### src/rtl/otter_pkg.sv
// Types and constants shared across the OTTER RV32I pipeline stages.
package otter_pkg;

    localparam int XLEN = 32;

    typedef enum logic [3:0] {
        ALU_ADD  = 4'b0000,
        ALU_SLL  = 4'b0001,
        ALU_SLT  = 4'b0010,
        ALU_SLTU = 4'b0011,
        ALU_XOR  = 4'b0100,
        ALU_SRL  = 4'b0101,
        ALU_OR   = 4'b0110,
        ALU_AND  = 4'b0111,
        ALU_SUB  = 4'b1000,
        ALU_LUI  = 4'b1001,
        ALU_SRA  = 4'b1101
    } alu_fun_t;

    typedef enum logic [1:0] {
        OP1_RS1  = 2'd0,
        OP1_PC   = 2'd1,
        OP1_IMM  = 2'd2,
        OP1_ZERO = 2'd3
    } op1_sel_t;

    typedef enum logic [1:0] {
        OP2_RS2  = 2'd0,
        OP2_IMM  = 2'd1,
        OP2_FOUR = 2'd2,
        OP2_ZERO = 2'd3
    } op2_sel_t;

    // x0 is hardwired to zero, so a write to it must never be forwarded.
    function automatic logic fwd_hit(input logic valid, input logic [4:0] rd, input logic [4:0] addr);
        return valid && (addr != 5'd0) && (rd == addr);
    endfunction

endpackage

### src/rtl/ex_fwd_mux.sv
// Per-operand RAW forwarding select: the youngest producer (MEM) wins over WB.
module ex_fwd_mux #(
    parameter int XLEN = otter_pkg::XLEN
) (
    input  logic [4:0]      rs_addr,
    input  logic [XLEN-1:0] reg_data,
    input  logic            mem_fwd_valid,
    input  logic [4:0]      mem_rd_addr,
    input  logic [XLEN-1:0] mem_result,
    input  logic            wb_fwd_valid,
    input  logic [4:0]      wb_rd_addr,
    input  logic [XLEN-1:0] wb_result,
    output logic [XLEN-1:0] fwd_data
);
    import otter_pkg::*;

    always_comb begin
        fwd_data = reg_data;
        if (fwd_hit(mem_fwd_valid, mem_rd_addr, rs_addr)) begin
            fwd_data = mem_result;
        end else if (fwd_hit(wb_fwd_valid, wb_rd_addr, rs_addr)) begin
            fwd_data = wb_result;
        end
    end

endmodule

### src/rtl/ex_operand_stage.sv
// ID/EX pipeline register with execute-stage forwarding and ALU operand selection.
module ex_operand_stage #(
    parameter int XLEN      = otter_pkg::XLEN,
    parameter int WB_BYPASS = 1
) (
    input  logic            clk,
    input  logic            rst_n,
    input  logic            stall,
    input  logic            flush,
    input  logic            id_valid,
    input  logic [XLEN-1:0] id_pc,
    input  logic [4:0]      id_rs1_addr,
    input  logic [4:0]      id_rs2_addr,
    input  logic [4:0]      id_rd_addr,
    input  logic [XLEN-1:0] id_rs1_data,
    input  logic [XLEN-1:0] id_rs2_data,
    input  logic [XLEN-1:0] id_imm,
    input  logic [3:0]      id_alu_fun,
    input  logic [1:0]      id_op1_sel,
    input  logic [1:0]      id_op2_sel,
    input  logic            mem_fwd_valid,
    input  logic [4:0]      mem_rd_addr,
    input  logic [XLEN-1:0] mem_result,
    input  logic            wb_fwd_valid,
    input  logic [4:0]      wb_rd_addr,
    input  logic [XLEN-1:0] wb_result,
    output logic            ex_valid,
    output logic [XLEN-1:0] ex_pc,
    output logic [4:0]      ex_rd_addr,
    output logic [3:0]      ex_alu_fun,
    output logic [XLEN-1:0] alu_op_1,
    output logic [XLEN-1:0] alu_op_2,
    output logic [XLEN-1:0] ex_store_data
);
    import otter_pkg::*;

    logic [4:0]      ex_rs1_addr;
    logic [4:0]      ex_rs2_addr;
    logic [XLEN-1:0] ex_rs1_data;
    logic [XLEN-1:0] ex_rs2_data;
    logic [XLEN-1:0] ex_imm;
    op1_sel_t        ex_op1_sel;
    op2_sel_t        ex_op2_sel;
    logic [XLEN-1:0] fwd_rs1;
    logic [XLEN-1:0] fwd_rs2;
    logic [XLEN-1:0] id_rs1_capt;
    logic [XLEN-1:0] id_rs2_capt;

    ex_fwd_mux #(.XLEN(XLEN)) u_fwd_rs1 (
        .rs_addr       (ex_rs1_addr),
        .reg_data      (ex_rs1_data),
        .mem_fwd_valid (mem_fwd_valid),
        .mem_rd_addr   (mem_rd_addr),
        .mem_result    (mem_result),
        .wb_fwd_valid  (wb_fwd_valid),
        .wb_rd_addr    (wb_rd_addr),
        .wb_result     (wb_result),
        .fwd_data      (fwd_rs1)
    );

    ex_fwd_mux #(.XLEN(XLEN)) u_fwd_rs2 (
        .rs_addr       (ex_rs2_addr),
        .reg_data      (ex_rs2_data),
        .mem_fwd_valid (mem_fwd_valid),
        .mem_rd_addr   (mem_rd_addr),
        .mem_result    (mem_result),
        .wb_fwd_valid  (wb_fwd_valid),
        .wb_rd_addr    (wb_rd_addr),
        .wb_result     (wb_result),
        .fwd_data      (fwd_rs2)
    );

    // The regfile read in ID misses a same-cycle WB write, so capture wb_result instead.
    always_comb begin
        id_rs1_capt = id_rs1_data;
        id_rs2_capt = id_rs2_data;
        if (WB_BYPASS != 0) begin
            if (fwd_hit(wb_fwd_valid, wb_rd_addr, id_rs1_addr)) id_rs1_capt = wb_result;
            if (fwd_hit(wb_fwd_valid, wb_rd_addr, id_rs2_addr)) id_rs2_capt = wb_result;
        end
    end

    // During a stall the operand data keeps refreshing so a producer leaving WB is not lost.
    always_ff @(posedge clk or negedge rst_n) begin
        if (!rst_n) begin
            ex_valid    <= 1'b0;
            ex_pc       <= '0;
            ex_rd_addr  <= '0;
            ex_alu_fun  <= ALU_ADD;
            ex_rs1_addr <= '0;
            ex_rs2_addr <= '0;
            ex_rs1_data <= '0;
            ex_rs2_data <= '0;
            ex_imm      <= '0;
            ex_op1_sel  <= OP1_RS1;
            ex_op2_sel  <= OP2_RS2;
        end else if (flush) begin
            ex_valid   <= 1'b0;
            ex_rd_addr <= '0;
        end else if (stall) begin
            ex_rs1_data <= fwd_rs1;
            ex_rs2_data <= fwd_rs2;
        end else begin
            ex_valid    <= id_valid;
            ex_pc       <= id_pc;
            ex_rd_addr  <= id_valid ? id_rd_addr : 5'd0;
            ex_alu_fun  <= id_alu_fun;
            ex_rs1_addr <= id_rs1_addr;
            ex_rs2_addr <= id_rs2_addr;
            ex_rs1_data <= id_rs1_capt;
            ex_rs2_data <= id_rs2_capt;
            ex_imm      <= id_imm;
            ex_op1_sel  <= op1_sel_t'(id_op1_sel);
            ex_op2_sel  <= op2_sel_t'(id_op2_sel);
        end
    end

    always_comb begin
        alu_op_1 = '0;
        alu_op_2 = '0;
        case (ex_op1_sel)
            OP1_RS1:  alu_op_1 = fwd_rs1;
            OP1_PC:   alu_op_1 = ex_pc;
            OP1_IMM:  alu_op_1 = ex_imm;
            OP1_ZERO: alu_op_1 = '0;
            default:  alu_op_1 = '0;
        endcase
        case (ex_op2_sel)
            OP2_RS2:  alu_op_2 = fwd_rs2;
            OP2_IMM:  alu_op_2 = ex_imm;
            OP2_FOUR: alu_op_2 = XLEN'(4);
            OP2_ZERO: alu_op_2 = '0;
            default:  alu_op_2 = '0;
        endcase
    end

    assign ex_store_data = fwd_rs2;

endmodule
### config.mk
export PLATFORM = sky130hd
export DESIGN_NAME = ex_operand_stage
export DESIGN_NICKNAME = d
export VERILOG_FILES = /design/src/rtl/otter_pkg.sv /design/src/rtl/ex_fwd_mux.sv /design/src/rtl/ex_operand_stage.sv
export SDC_FILE = /design/constraint.sdc
export NUM_CORES = 1
export LEC_CHECK = 0
export CAP_MARGIN = 20
export CORE_MARGIN = 3
export CORE_UTILIZATION = 35
export CTS_CLUSTER_SIZE = 25
export DETAILED_ROUTE_END_ITERATION = 6
export GPL_TIMING_DRIVEN = 0
export PLACE_DENSITY = 0.68
export SLEW_MARGIN = 20
export SYNTH_ARGS = -nofsm -noshare
export SYNTH_HDL_FRONTEND = slang
export SYNTH_SLANG_ARGS = --single-unit
### constraint.sdc
create_clock -name clk -period 2.7 [get_ports clk]
set_input_delay 0.27 -clock clk [delete_from_list [all_inputs] [get_ports clk]]
set_output_delay 0.27 -clock clk [all_outputs]
set_load 0.02 [all_outputs]
# Yosys cells after proc, flatten, opt, wreduce, memory -nomap -nowiden
# Cells that the tools add are included.
# classes
n_addsub	0
multipliers	0
n_div	0
magnitude_cmp	0
n_eq_ne	13
shifts	0
mux	15
bitwise	2
reduce_logical	19
# ops
operator	count
$mux W32	8
$pmux W32 S4	2
$eq A5 B5 Y1	6
$reduce_bool A5 Y1	4
$mux W5	3
$logic_and A1 B1 Y1	12
$eq A2 B2 Y1 const B	4
$eq A2 B1 Y1 const B	2
$logic_not A2 Y1	2
$mux W1	2
$ne A2 B1 Y1 const B	1
$not A1 Y1	2
$reduce_and A2 Y1	1
# totals
regBits	152
latchBits	0
mem_bits_rw	0
rom_bits	0
input_bits	232
elab_cells	60
n_memories	0

# Depth between registers and ports, before layout
# depth
depth_word	6
mapped_depth	7

# Hierarchy
# A second synthesis with hierarchy kept.
# hier_totals
hier_cells	1183
hier_area_um2	10271.1
# by_module_without_submodules
module	instances	cells_per_inst	area_per_inst_um2
ex_operand_stage	1	845	8374.3
ex_fwd_mux	2	169	948.4

# Worst setup path after synthesis
# Ideal clock, no wire load.
# synth_path
path_type	register -> output
start	register ex_rs1_addr[1]
end	output alu_op_1[12]
arrival_ps	2263
t_required_ps	2430
slack_ps	167
path_stages_with_launch	7
cell_sequence	dfrtp_1 -> or4_1 -> o211a_2 -> clkbuf_1 -> a21boi_0 -> o31ai_2 -> o31ai_1
# synth_between
elab_chain_cells	6
elab_cells_between_ends	10
classes_between	eq/ne (2); mux (3); reduce/logical (5)
# synth_rtl
item	line_no	text
from (decl)	ex_operand_stage.sv:37	logic [4:0] ex_rs1_addr;
from (signal assigned)	ex_operand_stage.sv:108	ex_rs1_addr <= id_rs1_addr;
$reduce_bool A5 Y1	otter_pkg.sv:36	return valid && (addr != 5'd0) && (rd == addr);
$logic_and A1 B1 Y1 (2 in a row)	otter_pkg.sv:36	
$mux W32	ex_fwd_mux.sv:21	end else if (fwd_hit(wb_fwd_valid, wb_rd_addr, rs_addr)) begin
$mux W32 *	ex_fwd_mux.sv:19	if (fwd_hit(mem_fwd_valid, mem_rd_addr, rs_addr)) begin
$pmux W32 S4 *	ex_operand_stage.sv:121	case (ex_op1_sel)
to (decl)	ex_operand_stage.sv:31	output logic [XLEN-1:0] alu_op_1,
# Every way passes the cells marked *; elsewhere a longest branch is shown, timed or not.

# Final worst setup path
# layout_path
start	input wb_rd_addr[2]
end	output alu_op_2[12]
# layout_between
elab_chain_cells	5
# layout_rtl
item	line_no	text
from (decl)	ex_operand_stage.sv:25	input logic [4:0] wb_rd_addr,
$eq A5 B5 Y1	otter_pkg.sv:36	
$logic_and A1 B1 Y1	otter_pkg.sv:36	
$mux W32	ex_fwd_mux.sv:21	
$mux W32	ex_fwd_mux.sv:19	
$pmux W32 S4	ex_operand_stage.sv:128	case (ex_op2_sel)
to (decl)	ex_operand_stage.sv:32	output logic [XLEN-1:0] alu_op_2,
# No other way between the ends.

==> impl_metrics.json <==
{
  "status": "finished, violations left",
  "violations": "negative setup slack",
  "antenna_left": 0,
  "htreeDepth": 4,
  "ys_ff_latch": 152,
  "setup_slack_ns": -0.503,
  "seq_power_share_pct": 28.2,
  "fin_util_pct": 60.8,
  "synth_area_mm2": 0.0106,
  "cp_num_cells": 8,
  "min_period_ns": 3.20,
  "post-dp-hpwl_mm": 41.4,
  "fin_hold_ws_ns": 0.332,
  "wl_per_cell_um": 26.7,
  "yosysTopAreaCell": "dfrtp_1",
  "synth_area_leaders": "dfrtp_1 (36%), nand2_1 (12%), mux2i_1 (6.1%)",
  "cp-start-kind": "input port",
  "setup_viol": 97,
  "hold_class": "in -> reg",
  "clkLatencyLatePin_ns": 0.45,
  "area_delta_synth_final_pct": 68.3,
  "pre_cts_ws_ns": -1.43,
  "reg2reg_depth": 11,
  "num_rows": 62,
  "synth_cell_types": 46,
  "cts_root_buf": "clkbuf_16",
  "initial_utilization_pct": 36.1,
  "internal-power_uw": 6060,
  "crit_start": "wb_rd_addr[2]",
  "max_slew_margin_pct": 36.2,
  "seq_area_frac_synth_pct": 36.0,
  "synth_nets": 1417,
  "swShare_pct": 40.1,
  "io_buffers": 369,
  "initialDrtViolationCount": 1467,
  "place_area_mm2": 0.0148,
  "synth_top_area_share_pct": 36.0,
  "endpoint_kind": "output pin",
  "final_hold_viol_count": 0,
  "layout.nets": 1909,
  "maxCapViolations": 0,
  "min_from": "id_pc[5]",
  "die_area_mm2": 0.0323,
  "yosys-top-cells-count": "nand2_1 (348), dfrtp_1 (152), clkbuf_1 (106)",
  "critPathBufInv": 3,
  "worst_hold_path.num_cells": 3,
  "drv_slew": 0,
  "clockPowerShare_pct": 24.8,
  "ys_warn_count": 0,
  "viasPerCell": 5.93,
  "path_clk_slew_ns": 0.09,
  "die_h_um": 180,
  "drive_above_1_share_pct": 28.8,
  "drtPass1Iterations": 5,
  "stdcell_count": 2076,
  "p_comb_share_pct": 47.1,
  "power_leakage_uw": 0.00746,
  "power_density_mw_per_mm2": 570,
  "ys.flop_type": "dfrtp_1",
  "critPathSlowestCell": "clkdlybuf4s50_1",
  "grt_pass1_wl_mm": 79.0,
  "cts_made_buffers": 17,
  "vias": 12300,
  "place_inst": 1939,
  "core_mm2": 0.0292,
  "die_x_um": 180,
  "post-route-drc-count": 0,
  "worstSetupPathType": "in -> out",
  "synthArstFlopShare_pct": 100,
  "stdcell_area_mm2": 0.0178,
  "ios": 370,
  "worstPathMaxFanout": 10,
  "skew_ns": 0.0165,
  "finalCritPeriodShare_pct": 119,
  "clk_path_buf_depth": 2,
  "place_congestion": 0.948,
  "grt.total_usage_pct": 31.9,
  "slowest_delay_ns": 0.56,
  "worst_r2r_startpoint": "ex_rs2_addr[2]",
  "grt_pass1_vias": 11900,
  "worstMarginPinSlew_ns": 0.951,
  "p_switching_uw": 4060,
  "max_freq_mhz": 312,
  "synth_edf_count": 0,
  "cts.sinks": 152,
  "synth_area_per_cell_um2": 8.92,
  "overflow": 0,
  "synth.most_common_cell": "nand2_1",
  "ir_drop_v": 0.000483,
  "rsz0062_at_grt": "yes",
  "syn-instance-count": 1185,
  "crit_chain": "clkdlybuf4s50_1 -> xnor2_1 -> nand2_1 -> clkbuf_2 -> o31ai_1 -> a31oi_4 -> a22o_1 -> buf_6",
  "antenna_found_initial": 3,
  "wirelength_mm": 55.4,
  "path_delay_family": "buffers and inverters",
  "grt_max_degree": 86,
  "required_ns": 2.43,
  "cts_tree": "built",
  "arrival_ns": 2.93
}
[path summary, 6_finish.rpt]
kind	end	slack, ns
max	alu_op_2[12]	-0.50
min	ex_pc[5]	0.33
max reg2reg	ex_rs2_data[28]	-0.04
min reg2reg	ex_alu_fun[0]	0.49
max in group asynchronous	ex_rs2_data[11]	1.49
min in group asynchronous	ex_alu_fun[3]	0.35
[final cells by class]
| cell class | count | area (µm²) |
|---|---|---|
| Inverter | 1 | 3.75 |
| Clock inverter | 14 | 151 |
| Antenna cell | 2 | 5.00 |
| Clock buffer | 18 | 439 |
| Fill cell | 2409 | 11500 |
| Buffer | 121 | 863 |
| Tap cell | 384 | 480 |
| Timing Repair Buffer | 476 | 4770 |
| Multi-Input combinational cell | 908 | 7260 |
| Sequential cell | 152 | 3810 |
[power by group through the flow]
stage                     sequential (µW)  clock, µW  combinational, µW
after CTS                            2840       2510               4350
final                                2850       2510               4770
after global routing                 2880       2590               4950
after detailed placement             2870          0               3690
after floorplan                      2870          0               1780
after global placement               2870          0               3660
[registers in the layout (all words and copies together), names as in the netlist]
name and count:
ex_alu_fun 4, ex_imm 32, ex_op1_sel 2, ex_op2_sel 2, ex_pc 32, ex_rd_addr 5
ex_rs1_addr 5, ex_rs1_data 32, ex_rs2_addr 5, ex_rs2_data 32, ex_valid 1
[per-layer routing]
metal | vias up | GRT usage [%] | wire length [µm]
li1 | 5351 | - | -
met1 | 5983 | 42.0 | 22100
met2 | 820 | 50.8 | 25700
met3 | 148 | 9.09 | 5660
met4 | 2 | 10.0 | 1910
met5 | - | 0 | 11
[what timing repair did]
item | CTS | global route
resized for setup | 848 | 112
endpoints found under the hold margin | 67 | 0
gates cloned | 5 | 4
pin swaps | 76 | 58
setup buffers | 60 | 40
hold buffers | 1 | 0
endpoints found under the setup margin | 139 | 97
[logic make-up after synthesis]
logic type,count (synthesis),share of synthesized area (%)
and+or+nand+nor,515,22.0
muxes,64,6.06
xor gates and xnor gates,28,2.32
AOI/OAI and AO/OA,300,28.2
buffers and inverters,126,5.38
DFF,152,36.0
[worst register-to-register path, delay by kind of cell, from the launching register on]
kind                   cells  cell delay (ns)
AO/OA/AOI/OAI              2             0.39
XOR/XNOR                   1             0.17
buffers and inverters      6             1.05
flip-flops                 1             0.43
AND/OR/NAND/NOR            2             0.59
[layout by cell type (no fill, tap or decap), types with 24 or more instances in the layout]
master and instances:
dfrtp_1 149, nand3b_1 32, buf_4 89, clkdlybuf4s50_1 272, buf_6 104, a22o_1 31, nand4_1 33, clkbuf_1 66
o31ai_2 43, mux2i_1 64, o221ai_1 33, a22oi_1 33, nand2_1 348, a31oi_4 31, o31ai_4 37, clkbuf_16 24
a21boi_2 27, a221o_1 31
[per-stage QoR]
| stage | power, µW | setup TNS [ns] |
|---|---|---|
| floorplan | 4650 | 0 |
| CTS | 9700 | -23.48 |
| finish | 10100 | -25.89 |
| detailed placement | 6560 | -134.63 |
| global placement | 6530 | -937.72 |
| global route | 10400 | -29.41 |
(Power assumes the default switching activity.)
